`src/rtl/pr_bus_arbiter_if.sv`:
```
// ---------------------------------------------------------------------------
// pr_bus_arbiter_if
// Bundles the two requester ports and the bridge-side PR bus of the
// peripheral-bus arbiter.
//   m0_* / m1_* : req/we/addr/wdata/lock from each master; ack/rdata/err back
//   pr_a/pr_we/pr_wd : bus address, write enable and write data to the bridge
//   pr_rd            : combinational read data returned by the bridge
// Modports:
//   slave  - the arbiter side (serves the masters, drives the bridge)
//   master - the requester/bridge-model side
// ---------------------------------------------------------------------------
interface pr_bus_arbiter_if;
  logic        m0_req;
  logic        m0_we;
  logic [31:0] m0_addr;
  logic [31:0] m0_wdata;
  logic        m0_lock;
  logic        m0_ack;
  logic [31:0] m0_rdata;
  logic        m0_err;

  logic        m1_req;
  logic        m1_we;
  logic [31:0] m1_addr;
  logic [31:0] m1_wdata;
  logic        m1_lock;
  logic        m1_ack;
  logic [31:0] m1_rdata;
  logic        m1_err;

  logic [31:0] pr_a;
  logic        pr_we;
  logic [31:0] pr_wd;
  logic [31:0] pr_rd;

  modport slave (
    input  m0_req, m0_we, m0_addr, m0_wdata, m0_lock,
    input  m1_req, m1_we, m1_addr, m1_wdata, m1_lock,
    input  pr_rd,
    output m0_ack, m0_rdata, m0_err,
    output m1_ack, m1_rdata, m1_err,
    output pr_a, pr_we, pr_wd
  );

  modport master (
    output m0_req, m0_we, m0_addr, m0_wdata, m0_lock,
    output m1_req, m1_we, m1_addr, m1_wdata, m1_lock,
    output pr_rd,
    input  m0_ack, m0_rdata, m0_err,
    input  m1_ack, m1_rdata, m1_err,
    input  pr_a, pr_we, pr_wd
  );
endinterface

```
`src/rtl/pr_bus_arbiter.sv`:
```
// ---------------------------------------------------------------------------
// pr_bus_arbiter
// Two-master round-robin arbiter/sequencer for the PR bus feeding the bridge
// and the TC1/TC2 timer windows. One transaction at a time:
//   IDLE -> ADDR (bus driven, pr_rd sampled) -> DATA (ack pulse) -> ...
// Accesses outside the two word-aligned timer windows never assert pr_we,
// return rdata=0 and flag err.
// Ports:
//   clk   - rising-edge clock
//   reset - asynchronous, active-high
//   bus   - pr_bus_arbiter_if.slave (both masters + bridge PR bus)
//   busy  - high while in ADDR or DATA
// Optional feature macro: PR_LOCK_EN
//   defined   : a granted master holding lock+req is regranted up to
//               LOCK_MAX extra times before the other master gets a turn
//   undefined : lock inputs ignored, strict round-robin
// ---------------------------------------------------------------------------
module pr_bus_arbiter #(
  parameter logic [31:0] TC1_BASE  = 32'h0000_7F00,
  parameter logic [31:0] TC2_BASE  = 32'h0000_7F10,
  parameter logic [31:0] WIN_BYTES = 32'd12,
  parameter int unsigned LOCK_MAX  = 4
) (
  input  logic            clk,
  input  logic            reset,
  pr_bus_arbiter_if.slave bus,
  output logic            busy
);

  localparam int unsigned     LCW        = $clog2(LOCK_MAX + 1);
  localparam logic [LCW-1:0]  LOCK_MAX_C = LCW'(LOCK_MAX);

  typedef enum logic [1:0] {IDLE, ADDR, DATA} state_t;

  state_t      state, next_state;
  logic        last_grant;   // master granted most recently
  logic        gnt;          // master owning the current transaction
  logic        lat_we;
  logic        lat_legal;

  logic        arb_any;
  logic        arb_pick;
  logic        grant_fire;
  logic        win_we;
  logic [31:0] win_addr;
  logic [31:0] win_wdata;
  logic        win_legal;
  logic [31:0] rd_val;

  function automatic logic addr_legal(input logic [31:0] a);
    logic in_tc1;
    logic in_tc2;
    in_tc1 = (a >= TC1_BASE) && (a < TC1_BASE + WIN_BYTES);
    in_tc2 = (a >= TC2_BASE) && (a < TC2_BASE + WIN_BYTES);
    return (a[1:0] == 2'b00) && (in_tc1 || in_tc2);
  endfunction

`ifdef PR_LOCK_EN
  logic [LCW-1:0] lock_cnt;
  logic           regrant;
  logic           gnt_req;
  logic           gnt_lock;

  assign gnt_req  = gnt ? bus.m1_req  : bus.m0_req;
  assign gnt_lock = gnt ? bus.m1_lock : bus.m0_lock;
`else
  logic unused_lock;
  assign unused_lock = ^{bus.m0_lock, bus.m1_lock, LOCK_MAX_C};
`endif

  // Arbitration: a lone requester wins; on a tie the master that was not
  // granted last wins. With locking, the current owner may keep the bus.
  always_comb begin
    arb_any = bus.m0_req | bus.m1_req;
    if (bus.m0_req && bus.m1_req) arb_pick = ~last_grant;
    else                          arb_pick = bus.m1_req;
`ifdef PR_LOCK_EN
    regrant = 1'b0;
    if ((state == DATA) && gnt_lock && gnt_req && (lock_cnt < LOCK_MAX_C)) begin
      arb_pick = gnt;
      regrant  = 1'b1;
    end
`endif
  end

  assign win_we    = arb_pick ? bus.m1_we    : bus.m0_we;
  assign win_addr  = arb_pick ? bus.m1_addr  : bus.m0_addr;
  assign win_wdata = arb_pick ? bus.m1_wdata : bus.m0_wdata;
  assign win_legal = addr_legal(win_addr);

  // Writes and illegal accesses return zero instead of the bridge data.
  assign rd_val = (lat_we || !lat_legal) ? 32'd0 : bus.pr_rd;

  always_comb begin
    next_state = state;
    case (state)
      IDLE:    if (arb_any) next_state = ADDR;
      ADDR:    next_state = DATA;
      DATA:    next_state = arb_any ? ADDR : IDLE;
      default: next_state = IDLE;
    endcase
  end

  assign grant_fire = (next_state == ADDR);
  assign busy       = (state != IDLE);

  always_ff @(posedge clk or posedge reset) begin
    if (reset) state <= IDLE;
    else       state <= next_state;
  end

  // Grant stage: latch winner's payload onto the bus registers.
  // Address stage end: capture read data into the granted master's ack regs.
  always_ff @(posedge clk or posedge reset) begin
    if (reset) begin
      last_grant   <= 1'b1;
      gnt          <= 1'b0;
      lat_we       <= 1'b0;
      lat_legal    <= 1'b0;
      bus.pr_a     <= '0;
      bus.pr_we    <= 1'b0;
      bus.pr_wd    <= '0;
      bus.m0_ack   <= 1'b0;
      bus.m0_rdata <= '0;
      bus.m0_err   <= 1'b0;
      bus.m1_ack   <= 1'b0;
      bus.m1_rdata <= '0;
      bus.m1_err   <= 1'b0;
    end else begin
      bus.pr_we    <= 1'b0;
      bus.m0_ack   <= 1'b0;
      bus.m0_rdata <= '0;
      bus.m0_err   <= 1'b0;
      bus.m1_ack   <= 1'b0;
      bus.m1_rdata <= '0;
      bus.m1_err   <= 1'b0;

      if (state == ADDR) begin
        if (gnt) begin
          bus.m1_ack   <= 1'b1;
          bus.m1_rdata <= rd_val;
          bus.m1_err   <= ~lat_legal;
        end else begin
          bus.m0_ack   <= 1'b1;
          bus.m0_rdata <= rd_val;
          bus.m0_err   <= ~lat_legal;
        end
      end

      if (grant_fire) begin
        last_grant <= arb_pick;
        gnt        <= arb_pick;
        lat_we     <= win_we;
        lat_legal  <= win_legal;
        bus.pr_a   <= win_addr;
        bus.pr_wd  <= win_wdata;
        bus.pr_we  <= win_we & win_legal;
      end
    end
  end

`ifdef PR_LOCK_EN
  // Counts consecutive lock regrants; any other grant or IDLE clears it.
  always_ff @(posedge clk or posedge reset) begin
    if (reset)                lock_cnt <= '0;
    else if (grant_fire)      lock_cnt <= regrant ? lock_cnt + LCW'(1) : '0;
    else if (state == IDLE)   lock_cnt <= '0;
  end
`endif

endmodule
```
`src/flat_wrapper.sv`:
```
// flat-port wrapper written by rule: the top's interface ports become plain ports
module pr_bus_arbiter_flat 
#(
  parameter logic [31:0] TC1_BASE  = 32'h0000_7F00,
  parameter logic [31:0] TC2_BASE  = 32'h0000_7F10,
  parameter logic [31:0] WIN_BYTES = 32'd12,
  parameter int unsigned LOCK_MAX  = 4
)
  (clk, reset, busy, bus_m0_req, bus_m0_we, bus_m0_addr, bus_m0_wdata, bus_m0_lock, bus_m1_req, bus_m1_we, bus_m1_addr, bus_m1_wdata, bus_m1_lock, bus_pr_rd, bus_m0_ack, bus_m0_rdata, bus_m0_err, bus_m1_ack, bus_m1_rdata, bus_m1_err, bus_pr_a, bus_pr_we, bus_pr_wd);
  pr_bus_arbiter_if bus_i ();
  input  logic clk;
  input  logic reset;
  output logic busy;
  input wire logic [$bits(bus_i.m0_req)-1:0] bus_m0_req;
  input wire logic [$bits(bus_i.m0_we)-1:0] bus_m0_we;
  input wire logic [$bits(bus_i.m0_addr)-1:0] bus_m0_addr;
  input wire logic [$bits(bus_i.m0_wdata)-1:0] bus_m0_wdata;
  input wire logic [$bits(bus_i.m0_lock)-1:0] bus_m0_lock;
  input wire logic [$bits(bus_i.m1_req)-1:0] bus_m1_req;
  input wire logic [$bits(bus_i.m1_we)-1:0] bus_m1_we;
  input wire logic [$bits(bus_i.m1_addr)-1:0] bus_m1_addr;
  input wire logic [$bits(bus_i.m1_wdata)-1:0] bus_m1_wdata;
  input wire logic [$bits(bus_i.m1_lock)-1:0] bus_m1_lock;
  input wire logic [$bits(bus_i.pr_rd)-1:0] bus_pr_rd;
  output wire logic [$bits(bus_i.m0_ack)-1:0] bus_m0_ack;
  output wire logic [$bits(bus_i.m0_rdata)-1:0] bus_m0_rdata;
  output wire logic [$bits(bus_i.m0_err)-1:0] bus_m0_err;
  output wire logic [$bits(bus_i.m1_ack)-1:0] bus_m1_ack;
  output wire logic [$bits(bus_i.m1_rdata)-1:0] bus_m1_rdata;
  output wire logic [$bits(bus_i.m1_err)-1:0] bus_m1_err;
  output wire logic [$bits(bus_i.pr_a)-1:0] bus_pr_a;
  output wire logic [$bits(bus_i.pr_we)-1:0] bus_pr_we;
  output wire logic [$bits(bus_i.pr_wd)-1:0] bus_pr_wd;
  assign bus_i.m0_req = bus_m0_req;
  assign bus_i.m0_we = bus_m0_we;
  assign bus_i.m0_addr = bus_m0_addr;
  assign bus_i.m0_wdata = bus_m0_wdata;
  assign bus_i.m0_lock = bus_m0_lock;
  assign bus_i.m1_req = bus_m1_req;
  assign bus_i.m1_we = bus_m1_we;
  assign bus_i.m1_addr = bus_m1_addr;
  assign bus_i.m1_wdata = bus_m1_wdata;
  assign bus_i.m1_lock = bus_m1_lock;
  assign bus_i.pr_rd = bus_pr_rd;
  assign bus_m0_ack = bus_i.m0_ack;
  assign bus_m0_rdata = bus_i.m0_rdata;
  assign bus_m0_err = bus_i.m0_err;
  assign bus_m1_ack = bus_i.m1_ack;
  assign bus_m1_rdata = bus_i.m1_rdata;
  assign bus_m1_err = bus_i.m1_err;
  assign bus_pr_a = bus_i.pr_a;
  assign bus_pr_we = bus_i.pr_we;
  assign bus_pr_wd = bus_i.pr_wd;
  pr_bus_arbiter #(.TC1_BASE(TC1_BASE), .TC2_BASE(TC2_BASE), .WIN_BYTES(WIN_BYTES), .LOCK_MAX(LOCK_MAX)) u_core (.clk(clk), .reset(reset), .bus(bus_i), .busy(busy));
endmodule
```
`config.mk`:
```
export PLATFORM = sky130hd
export DESIGN_NAME = pr_bus_arbiter_flat
export DESIGN_NICKNAME = d
export VERILOG_FILES = /design/src/rtl/pr_bus_arbiter_if.sv /design/src/rtl/pr_bus_arbiter.sv /design/src/flat_wrapper.sv
export SDC_FILE = /design/constraint.sdc
export NUM_CORES = 1
export LEC_CHECK = 0
export ABC_CLOCK_PERIOD_IN_PS = 10260
export BUFFER_PORTS_ARGS = -buffer_cell sky130_fd_sc_hd__buf_2
export CAP_MARGIN = 20
export CORE_MARGIN = 5
export CORE_UTILIZATION = 44
export CTS_CLUSTER_SIZE = 24
export DETAILED_ROUTE_END_ITERATION = 16
export HOLD_SLACK_MARGIN = 0.12
export PLACE_DENSITY = 0.83
export SYNTH_ARGS = -nofsm -noshare
export SYNTH_HDL_FRONTEND = slang
export SYNTH_SLANG_ARGS = --single-unit
export TNS_END_PERCENT = 20
```
`constraint.sdc`:
```
create_clock -name clk -period 10.26 [get_ports clk]
set_input_delay 2.565 -clock clk [delete_from_list [all_inputs] [get_ports clk]]
set_output_delay 2.565 -clock clk [all_outputs]
set_load 0.01 [all_outputs]
```
==> PnR_summary.wiki, run 1 <==
{| class="wikitable"
! Metric !! Value
|-
| Result of the run || finished clean
|-
| Synth-to-Final Area Change || 37.9%
|-
| Slack of the worst reg-to-reg path || 7.76 ns
|-
| Cell Area, Placed || 7170 µm²
|-
| Number of iterations in the first detailed-routing pass || 4
|-
| Netlist cell types || 36
|-
| Startpoint kind of the worst setup timing path || input port
|-
| Number of global-route vias before repair || 4550
|-
| Main combinational cell family by area after synthesis || simple AND/OR/NAND/NOR gates
|-
| Number of pins with negative max-slew slack in the final report || 0
|-
| Time the final worst path needs with I/O delays and setup || 4.43 ns
|-
| CP Capture Point || u_core.bus.pr_we
|-
| Starting Density || 0.447
|-
| Post-synthesis net count || 643
|-
| Cells on worst reg2reg path || 5
|-
| Critical Path End Type || register
|-
| # setup viols final || 0
|-
| Fraction of registers with async set/reset || 1.00
|-
| Maximum buffer depth of the clock tree || 2
|-
| Cell depth of the worst hold path || 2
|-
| Hold/Removal Path Class || register to register
|-
| Highest fanout seen on the critical path || 52
|-
| Switching Fraction || 0.282
|-
| Number of synthesized flops with an enable pin || 0
|-
| Hold_ws || 0.476 ns
|-
| Upper clock frequency limit || 0.226 GHz
|-
| Total routed wirelength || 15000 µm
|-
| Critical R2R Capture || u_core.bus.pr_we
|-
| NetSw || 0.425 mW
|-
| Vias per cell || 4.91
|-
| Post-route cell area || 7780 µm²
|-
| Post-synthesis register bit count || 139
|-
| Number of port buffers || 299
|-
| Sequential cell area fraction in the yosys report || 0.616
|-
| Sequential group share of total power || 0.424
|-
| Final antenna diode count || 0
|-
| Multiplexer share of the synthesized area || 0.117
|-
| I/O pin count || 302
|-
| Clock slew seen by the registers of the worst setup and hold paths || 0.06 ns
|-
| DIE WIDTH || 123 µm
|-
| Worst Setup SP || bus_m1_req
|-
| Cell-internal power || 1.08 mW
|-
| Chip height || 123 µm
|-
| Biggest area consumer among synthesized cells || dfrtp_1
|-
| Compound-cell area share of the yosys netlist || 0.0714
|-
| Setup repair after global routing missed its margin || no
|-
| Number of maximum-capacitance violations || 0
|-
| 1st-iter DRT viols || 272
|-
| Multi-input logic area || 1920 µm²
|-
| Final Hold Fails || 0
|-
| Max-Slew Margin vs Limit || 0.314
|-
| Detailed placer's ending HPWL || 11200 µm
|-
| Pin count of the biggest net entering global routing || 118
|-
| Routed WL per cell || 15.8 µm
|-
| Worst skew pair latency || 0.41 ns
|-
| Area fraction of the dominant cell type after synthesis || 0.612
|-
| Arrival time reported for the critical path endpoint || 4.74 ns
|-
| Core Region || 12600 µm²
|-
| Leakage component of the power || 4.45 nW
|-
| Fraction of final layout cells with drive strength greater than 1 || 0.445
|-
| Detail Route Antenna Nets || 0
|-
| Ratio of total power to cell area || 194 nW/µm²
|-
| Remaining Overflow, GRT || 0
|-
| Yosys warning total || 0
|-
| Fill cell count || 1078
|-
| Clock root buffer || clkbuf_16
|-
| Synth Area in Adders || 0
|-
| Number of CTS-inserted buffers || 17
|-
| Synth Flop Type || dfrtp_1
|-
| RePlAce Congestion || 0.850
|-
| Post-CTS Hold Fix Bufs || 0
|-
| Clock sink count || 139
|-
| Crit share post-route || 0.432
|-
| Type of the worst setup path || input port to register
|-
| Row Count || 41
|-
| H-tree depth reported by CTS || 4
|-
| Largest cells by area after synthesis || dfrtp_1, mux2i_1, and3_1
|-
| Synthesized netlist cell count || 475
|-
| Area of the die || 15200 µm²
|-
| Synthesized-area fraction occupied by xor and xnor cells || 0
|-
| Remaining DRCs || 0
|-
| Worst-Margin Slew || 1.03 ns
|-
| Average footprint of a synthesized cell || 11.9 µm²
|-
| Startpoint of the lowest-slack register-to-register path || u_core.last_grant
|-
| Post-synthesis simple-gate area fraction || 0.151
|-
| Worst setup skew after layout || 0.00717 ns
|-
| Number of buffers added for setup after CTS || 0
|-
| Number of antenna violations at the first check in global routing || 0
|-
| Area of the mapped netlist || 5640 µm²
|-
| Gate power share || 0.178
|-
| Part of the power in the clock network || 0.399
|-
| Total of cells resized after clock tree synthesis || 0
|-
| VDD IR-drop max || 0.0881 mV
|-
| Total area of sequential cells || 3480 µm²
|-
| Required time of the critical path || 10.58 ns
|-
| Layout Nets || 933
|-
| Total via count after detailed routing || 4662
|-
| Wire length of the first global-routing pass || 22700 µm
|-
| Overall Global Routing Usage || 0.194
|-
| TritonCTS clock tree || yes
|-
| Setup_tns || 0 ns
|}
[final cells by class]
| class | count | share of cell area |
|---|---|---|
| Inverter | 3 | 0.00209 |
| Multi-Input combinational cell | 299 | 0.247 |
| Clock buffer | 17 | 0.0546 |
| Sequential cell | 139 | 0.447 |
| Tap cell | 172 | 0.0276 |
| Clock inverter | 15 | 0.0209 |
| Timing Repair Buffer | 305 | 0.201 |
[Yosys cell counts, types with 3 or more instances]
master and n:
buf_2 12, mux2i_1 65, nor4_1 5, nor4b_1 4
nor2_1 3, o21ai_1 64, dfrtp_1 138, nand2_1 67
buf_12 5, and3_1 64, clkbuf_1 15, nor2b_1 3
[how the worst min path moves through the flow]
stage | from | end
after floorplan | u_core.lat_legal | u_core.bus.m1_err
after global placement | u_core.bus.pr_wd[16] | u_core.bus.pr_wd[16]
after detailed placement | u_core.bus.pr_wd[16] | u_core.bus.pr_wd[16]
after CTS | u_core.bus.pr_a[16] | u_core.bus.pr_a[16]
after global routing | u_core.bus.pr_wd[11] | u_core.bus.pr_wd[11]
final | u_core.bus.pr_wd[25] | u_core.bus.pr_wd[25]
[sequential cells by signal, indices dropped and copies added, names as in the netlist]
register             cells
u_core.bus.m0_rdata     32
u_core.gnt               1
u_core.state             2
u_core.bus.m1_rdata     32
u_core.last_grant        1
u_core.bus.pr_a         32
u_core.bus.m1_ack        1
u_core.bus.pr_wd        32
u_core.lat_legal         1
u_core.bus.pr_we         1
u_core.bus.m0_ack        1
u_core.lat_we            1
u_core.bus.m0_err        1
u_core.bus.m1_err        1
[layout by cell type, fill, tap and decap left out, types with 2 or more instances in the layout]
cell / instances
buf_2: 299
dfrtp_1: 138
nand2_1: 67
mux2i_1: 65
o21ai_1: 64
and3_1: 64
clkbuf_16: 17
inv_6: 6
nor4_1: 5
buf_4: 5
nor4b_1: 4
nor2_1: 3
clkinv_2: 3
nor2b_1: 2
or3b_1: 2
or4_1: 2
a211oi_1: 2
nand4_1: 2
o21ai_0: 2
bufinv_16: 2
clkinvlp_4: 2
clkinv_4: 2
[stage by stage]
stage,setup WS (ns),instances,power (mW),utilization
2_1_floorplan,3.97,475,0.804,-
3_3_place_gp,5.43,917,0.913,0.568
6_report,5.83,950,1.51,0.617
4_1_cts,5.82,949,1.53,0.615
3_5_place_dp,5.39,917,0.921,0.568
5_1_grt,5.64,950,1.58,0.617
[critical path, cell delays in order]
cell and delay (ns):
buf_2 0.13, a21boi_4 0.61, buf_4 0.76, nor2b_1 0.26, a32oi_1 0.16, nor3_1 0.20
[kinds of logic (layout without fill, tap and decap cells)]
logic type / Yosys count / after routing
simple gates: 159 / 159
buf+inv: 37 / 340
flops: 139 / 139
mux: 66 / 66
compound gates: 74 / 74
[power by group through the flow]
stage	registers (mW)	logic, mW	clock network (mW)
2_1_floorplan	0.674	0.131	0
3_3_place_gp	0.647	0.266	0
3_5_place_dp	0.648	0.272	0
4_1_cts	0.640	0.272	0.614
5_1_grt	0.648	0.298	0.639
6_report	0.640	0.268	0.601
[routing by layer]
metal | vias to the layer above | GRT usage | routed length [µm]
li1 | 2241 | - | -
met2 | 206 | 0.324 | 7370
met4 | 0 | 0.0824 | 359
met3 | 30 | 0.0631 | 1410
met1 | 2185 | 0.229 | 5860
met5 | - | 0 | 0
No activity file was read; power rests on OpenSTA's default activity.
==> run 2, diff against run 1 <==
- ABC_CLOCK_PERIOD_IN_PS: 10260 -> 3600
- CORE_UTILIZATION: 44 -> 41
- PLACE_DENSITY: 0.83 -> 0.81
- clock period: 10.26 -> 3.6 ns (I/O delays scaled with it)
==> PnR_summary.wiki, run 2 (synthesized netlist as in run 1, its figures left out) <==
{| class="wikitable"
! Metric !! Value
|-
| Chip height || 127 µm (+3.3%)
|-
| Arrival time reported for the critical path endpoint || 1.25 ns (-3.49 ns)
|-
| Number of maximum-capacitance violations || 0 (unchanged)
|-
| I/O pin count || 302 (unchanged)
|-
| Total routed wirelength || 15200 µm (+1.5%)
|-
| Worst-Margin Slew || 1.01 ns (-0.0170 ns)
|-
| Pin count of the biggest net entering global routing || 65 (-45%)
|-
| Required time of the critical path || 2.70 ns (-7.88 ns)
|-
| Vias per cell || 4.86 (-1.0%)
|-
| Ratio of total power to cell area || 549 nW/µm² (+180%)
|-
| Number of pins with negative max-slew slack in the final report || 0 (unchanged)
|-
| Number of port buffers || 299 (unchanged)
|-
| DIE WIDTH || 127 µm (+3.3%)
|-
| Fraction of final layout cells with drive strength greater than 1 || 0.446 (+0.00156)
|-
| Total power draw || 4.30 mW (+190%)
|-
| Final antenna diode count || 0 (unchanged)
|-
| Overall Global Routing Usage || 0.186 (-0.00755)
|-
| Number of CTS-inserted buffers || 17 (unchanged)
|-
| Final Hold Fails || 0 (unchanged)
|-
| Clock sink count || 139 (unchanged)
|-
| Core Region || 13300 µm² (+5.8%)
|-
| VDD IR-drop max || 0.292 mV (+230%)
|-
| Worst skew pair latency || 0.41 ns (about the same)
|-
| Number of antenna violations at the first check in global routing || 0 (unchanged)
|-
| H-tree depth reported by CTS || 4 (unchanged)
|-
| 1st-iter DRT viols || 204 (-25%)
|-
| Setup_tns || 0 ns (unchanged)
|-
| Area of the die || 16200 µm² (+6.7%)
|-
| Setup repair after global routing missed its margin || no
|-
| Critical Path End Type || output port
|-
| Synth-to-Final Area Change || 38.7%
|-
| Total area of sequential cells || 3480 µm² (unchanged)
|-
| Upper clock frequency limit || 0.465 GHz
|-
| Final standard cell utilization of the core || 0.587 (-0.0303)
|-
| Number of iterations in the first detailed-routing pass || 4 (unchanged)
|-
| Post-CTS Hold Fix Bufs || 0 (unchanged)
|-
| Detail Route Antenna Nets || 0 (unchanged)
|-
| Multi-input logic area || 1920 µm² (unchanged)
|-
| Startpoint kind of the worst setup timing path || register
|-
| Max-Slew Margin vs Limit || 0.325 (+0.0114)
|-
| Total via count after detailed routing || 4653 (-0.19%)
|-
| Total of cells resized after clock tree synthesis || 0 (unchanged)
|-
| Maximum buffer depth of the clock tree || 2 (unchanged)
|-
| TritonCTS clock tree || yes
|-
| Wire length of the first global-routing pass || 24000 µm (+5.9%)
|-
| Remaining DRCs || 0 (unchanged)
|-
| Clock slew seen by the registers of the worst setup and hold paths || 0.05 ns (about the same)
|-
| Type of the worst setup path || register to output port
|-
| Starting Density || 0.423 (-0.0244)
|-
| RePlAce Congestion || 0.850 (unchanged)
|-
| Row Count || 42 (+2.4%)
|-
| Highest-count cells in the layout ignoring fill and taps || buf_2, dfrtp_1, nand2_1
|-
| Clock root buffer || clkbuf_16
|-
| Result of the run || finished clean
|-
| Time the final worst path needs with I/O delays and setup || 2.15 ns
|-
| Post-route cell area || 7830 µm² (+0.58%)
|-
| Routed WL per cell || 15.9 µm (+0.65%)
|-
| Layout Nets || 937 (+0.43%)
|-
| # setup viols final || 0 (unchanged)
|-
| Fill cell count || 1140 (+5.8%)
|-
| Remaining Overflow, GRT || 0 (unchanged)
|-
| Most common cell after layout, fill and taps aside || buf_2
|-
| Leakage component of the power || 4.47 nW (+0.38%)
|-
| Number of buffers added for setup after CTS || 0 (unchanged)
|-
| Detailed placer's ending HPWL || 11800 µm (+5.1%)
|-
| Cell Area, Placed || 7240 µm² (+0.92%)
|-
| Number of global-route vias before repair || 4693 (+3.1%)
|-
| Crit share post-route || 0.597
|-
| Hold/Removal Path Class || input port to async pin
|-
| Worst setup skew after layout || 0.0136 ns (+0.00642 ns)
|-
| Highest fanout seen on the critical path || 3 (-94%)
|}
-- run 2: cell types whose count changed in the layout (fill, tap and decap cells not counted), sizes merged --
cell | previous run | this run
clkbuf | 17 | 20
inv | 9 | 5
clkinvlp | 2 | 3
buf | 305 | 309
-- run 2: final cells by class --
class                           count  area share
Timing Repair Buffer              309       0.204
Sequential cell                   139       0.444
Tap cell                          176      0.0281
Multi-Input combinational cell    299       0.246
Inverter                            3     0.00192
Clock inverter                     12      0.0176
Clock buffer                       20      0.0583
-- run 2: final timing paths --
path                                 startpoint                endpoint  slack, ns  cells past startpoint
setup / recovery                u_core.state[0]                    busy       1.45                      2
hold / removal                            reset      u_core.bus.pr_a[9]       0.39                      2
setup reg to reg                u_core.state[0]  u_core.bus.m1_rdata[1]       1.83                      4
hold reg to reg            u_core.bus.pr_wd[22]    u_core.bus.pr_wd[22]       0.47                      2
max in group asynchronous                 reset     u_core.bus.pr_wd[4]       2.48                      3
min in group clk           u_core.bus.pr_wd[22]    u_core.bus.pr_wd[22]       0.47                      2
-- run 2: metrics by stage --
stage               cells  setup slack [ns]  hold slack (ns)
floorplan             475             0.966            0.440
global placement      926              1.20            0.463
detailed placement    926              1.17            0.470
CTS                   958              1.43            0.383
global route          958              1.39            0.384
finish                958              1.45            0.394
-- run 2: per-layer routing --
metal  routed length, µm  vias to the layer above  global-route usage
li1                    -                     2252                   -
met1                6120                     2162               0.237
met2                7510                      219               0.308
met3                1330                       20              0.0526
met4                 261                        0              0.0618
met5                   0                        -                   0
-- run 2: report_power, final --
part	switching (mW)	internal, mW
Combinational	0.445	0.331
Sequential	0.0880	1.73
Clock	0.642	1.06
Total	1.18	3.13
-- run 2: worst max-delay path, cell delays in order, from the launching register on --
cell	delay (ns)
dfrtp_1	0.40
or2_2	0.30
buf_2	0.15
==> run 3, diff against run 2 <==
- ABC_CLOCK_PERIOD_IN_PS: 3600 -> 1900
- clock period: 3.6 -> 1.9 ns (I/O delays scaled with it)
==> PnR_summary.wiki, run 3 (synthesized netlist as in run 1, its figures left out) <==
{| class="wikitable"
! Metric !! Value
|-
| Maximum buffer depth of the clock tree || 2 (unchanged)
|-
| Vias per cell || 4.84 (-0.40%)
|-
| Highest fanout seen on the critical path || 3 (unchanged)
|-
| Total of cells resized after clock tree synthesis || 0 (unchanged)
|-
| Number of buffers added for setup after CTS || 0 (unchanged)
|-
| Area of the die || 16200 µm² (unchanged)
|-
| Pin count of the biggest net entering global routing || 74 (+14%)
|-
| Number of global-route vias before repair || 4672 (-0.45%)
|-
| Routed WL per cell || 16.2 µm (+2.0%)
|-
| Switching Fraction || 0.274 (+0.000610)
|-
| Clock slew seen by the registers of the worst setup and hold paths || 0.06 ns (about the same)
|-
| Sequential group share of total power || 0.407 (-0.016)
|-
| Leakage component of the power || 4.51 nW (+0.91%)
|-
| Slack of the worst reg-to-reg path || 0.34 ns (-1.49 ns)
|-
| Cells on worst reg2reg path || 5 (+1)
|-
| Synth-to-Final Area Change || 40.4%
|-
| Number of port buffers || 299 (unchanged)
|-
| Overall Global Routing Usage || 0.188 (+0.00155)
|-
| Highest-count cells in the layout ignoring fill and taps || buf_2, dfrtp_1, nand2_1
|-
| Final antenna diode count || 0 (unchanged)
|-
| Final standard cell utilization of the core || 0.594 (+0.00712)
|-
| Fraction of final layout cells with drive strength greater than 1 || 0.448 (+0.00141)
|-
| TritonCTS clock tree || yes
|-
| Wire length of the first global-routing pass || 23900 µm (-0.38%)
|-
| Remaining Overflow, GRT || 0 (unchanged)
|-
| Time the final worst path needs with I/O delays and setup || 1.72 ns
|-
| Worst setup skew after layout || 0.00997 ns (-0.00362 ns)
|-
| Total via count after detailed routing || 4644 (-0.19%)
|-
| Worst slack after detailed placement || 0.103 ns (-1.06 ns)
|-
| Worst Setup SP || u_core.state[0]
|-
| Final Hold Fails || 0 (unchanged)
|-
| Arrival time reported for the critical path endpoint || 1.24 ns (about the same)
|-
| Row Count || 42 (unchanged)
|-
| Upper clock frequency limit || 0.582 GHz
|-
| Number of pins with negative max-slew slack in the final report || 0 (unchanged)
|-
| Starting Density || 0.423 (unchanged)
|-
| Ratio of total power to cell area || 1070 nW/µm² (+95%)
|-
| Number of maximum-capacitance violations || 0 (unchanged)
|-
| Core Region || 13300 µm² (unchanged)
|-
| Worst-Margin Slew || 0.451 ns (-0.561 ns)
|-
| Required time of the critical path || 1.42 ns (-1.28 ns)
|-
| Chip height || 127 µm (unchanged)
|-
| Post-Layout Cell Count || 960 (+0.21%)
|-
| Setup_tns || 0 ns (unchanged)
|-
| Worst skew pair latency || 0.41 ns (about the same)
|-
| H-tree depth reported by CTS || 4 (unchanged)
|-
| Type of the worst setup path || register to output port
|-
| Most common cell after layout, fill and taps aside || buf_2
|-
| Final Worst Setup Slack || 0.182 ns (-1.27 ns)
|-
| Post-CTS Hold Fix Bufs || 0 (unchanged)
|-
| VDD IR-drop max || 0.567 mV (+94%)
|-
| Hold/Removal Path Class || input port to async pin
|-
| Cell-internal power || 6.16 mW (+97%)
|-
| Crit share post-route || 0.904
|-
| Detailed placer's ending HPWL || 11500 µm (-2.2%)
|-
| Startpoint kind of the worst setup timing path || register
|-
| Part of the power in the clock network || 0.417 (+0.020)
|-
| Instance count after placement with tap cells included || 928 (+0.22%)
|-
| NetSw || 2.32 mW (+98%)
|-
| RePlAce Congestion || 0.855 (+0.52%)
|-
| Number of antenna violations at the first check in global routing || 0 (unchanged)
|-
| Hold_ws || 0.190 ns (-0.205 ns)
|-
| Remaining DRCs || 0 (unchanged)
|-
| I/O pin count || 302 (unchanged)
|-
| Setup repair after global routing missed its margin || no
|-
| Detail Route Antenna Nets || 0 (unchanged)
|-
| Max-Slew Margin vs Limit || 0.699 (+0.374)
|-
| Layout Nets || 939 (+0.21%)
|-
| Number of iterations in the first detailed-routing pass || 4 (unchanged)
|-
| Clock sink count || 139 (unchanged)
|-
| 1st-iter DRT viols || 370 (+81%)
|-
| DIE WIDTH || 127 µm (unchanged)
|-
| Critical R2R Capture || u_core.bus.pr_we
|-
| Critical Path End Type || output port
|-
| Clock root buffer || clkbuf_16
|-
| # setup viols final || 0 (unchanged)
|-
| Total routed wirelength || 15600 µm (+2.2%)
|-
| Number of CTS-inserted buffers || 17 (unchanged)
|-
| Gate power share || 0.177 (-0.003)
|-
| Result of the run || finished clean
|-
| Startpoint of the lowest-slack register-to-register path || u_core.last_grant
|}
-- run 3: cell types whose count changed in the layout (fill, tap and decap cells not counted), moves of 2 or more --
cell,delta
buf_12,+3
inv_6,+3
bufinv_16,+2
clkinv_2,-2
clkinv_4,-2
clkbuf_8,-2
-- run 3: worst max-delay path: stages, from the launching register on --
cell and delay (ns):
dfrtp_1 0.40, or2_2 0.29, buf_2 0.15
-- run 3: stage by stage --
step	total power, mW	cell area, µm²
finish	8.49	7930
global placement	4.99	7290
floorplan	4.35	5650
global route	8.92	7930
CTS	8.58	7930
detailed placement	5.03	7290
-- run 3: power by group through the flow --
stage / Sequential [mW] / Clock (mW) / Combinational [mW]
after floorplan: 3.64 / 0 / 0.707
after global placement: 3.49 / 0 / 1.50
after detailed placement: 3.50 / 0 / 1.53
after CTS: 3.46 / 3.60 / 1.53
after global routing: 3.49 / 3.76 / 1.66
final: 3.45 / 3.54 / 1.50
-- run 3: cell type report --
| class | count | area (µm²) |
|---|---|---|
| inverters | 3 | 15.0 |
| clock inverters | 14 | 208 |
| well taps | 176 | 220 |
| repair buffers | 311 | 1650 |
| multi-input cells | 299 | 1920 |
| flip-flops and latches | 139 | 3480 |
| clock buffers | 18 | 429 |
| fillers | 1137 | 5420 |
-- run 3: metal layers --
layer,vias to the layer above,share of wire,track usage
met2,212,0.48,0.303
li1,2258,-,-
met3,19,0.090,0.0576
met5,-,0,0
met1,2155,0.42,0.242
met4,0,0.017,0.0625
-- run 3: how the worst max path moves through the flow --
stage / endpoint / slack (ns) / cells past startpoint
6_report: busy / 0.18 / 2
5_1_grt: busy / 0.11 / 2
4_1_cts: busy / 0.16 / 2
3_5_place_dp: u_core.bus.pr_we / 0.10 / 5
3_3_place_gp: u_core.lat_legal / 0.13 / 6
2_1_floorplan: u_core.bus.m0_ack / -0.31 / 1
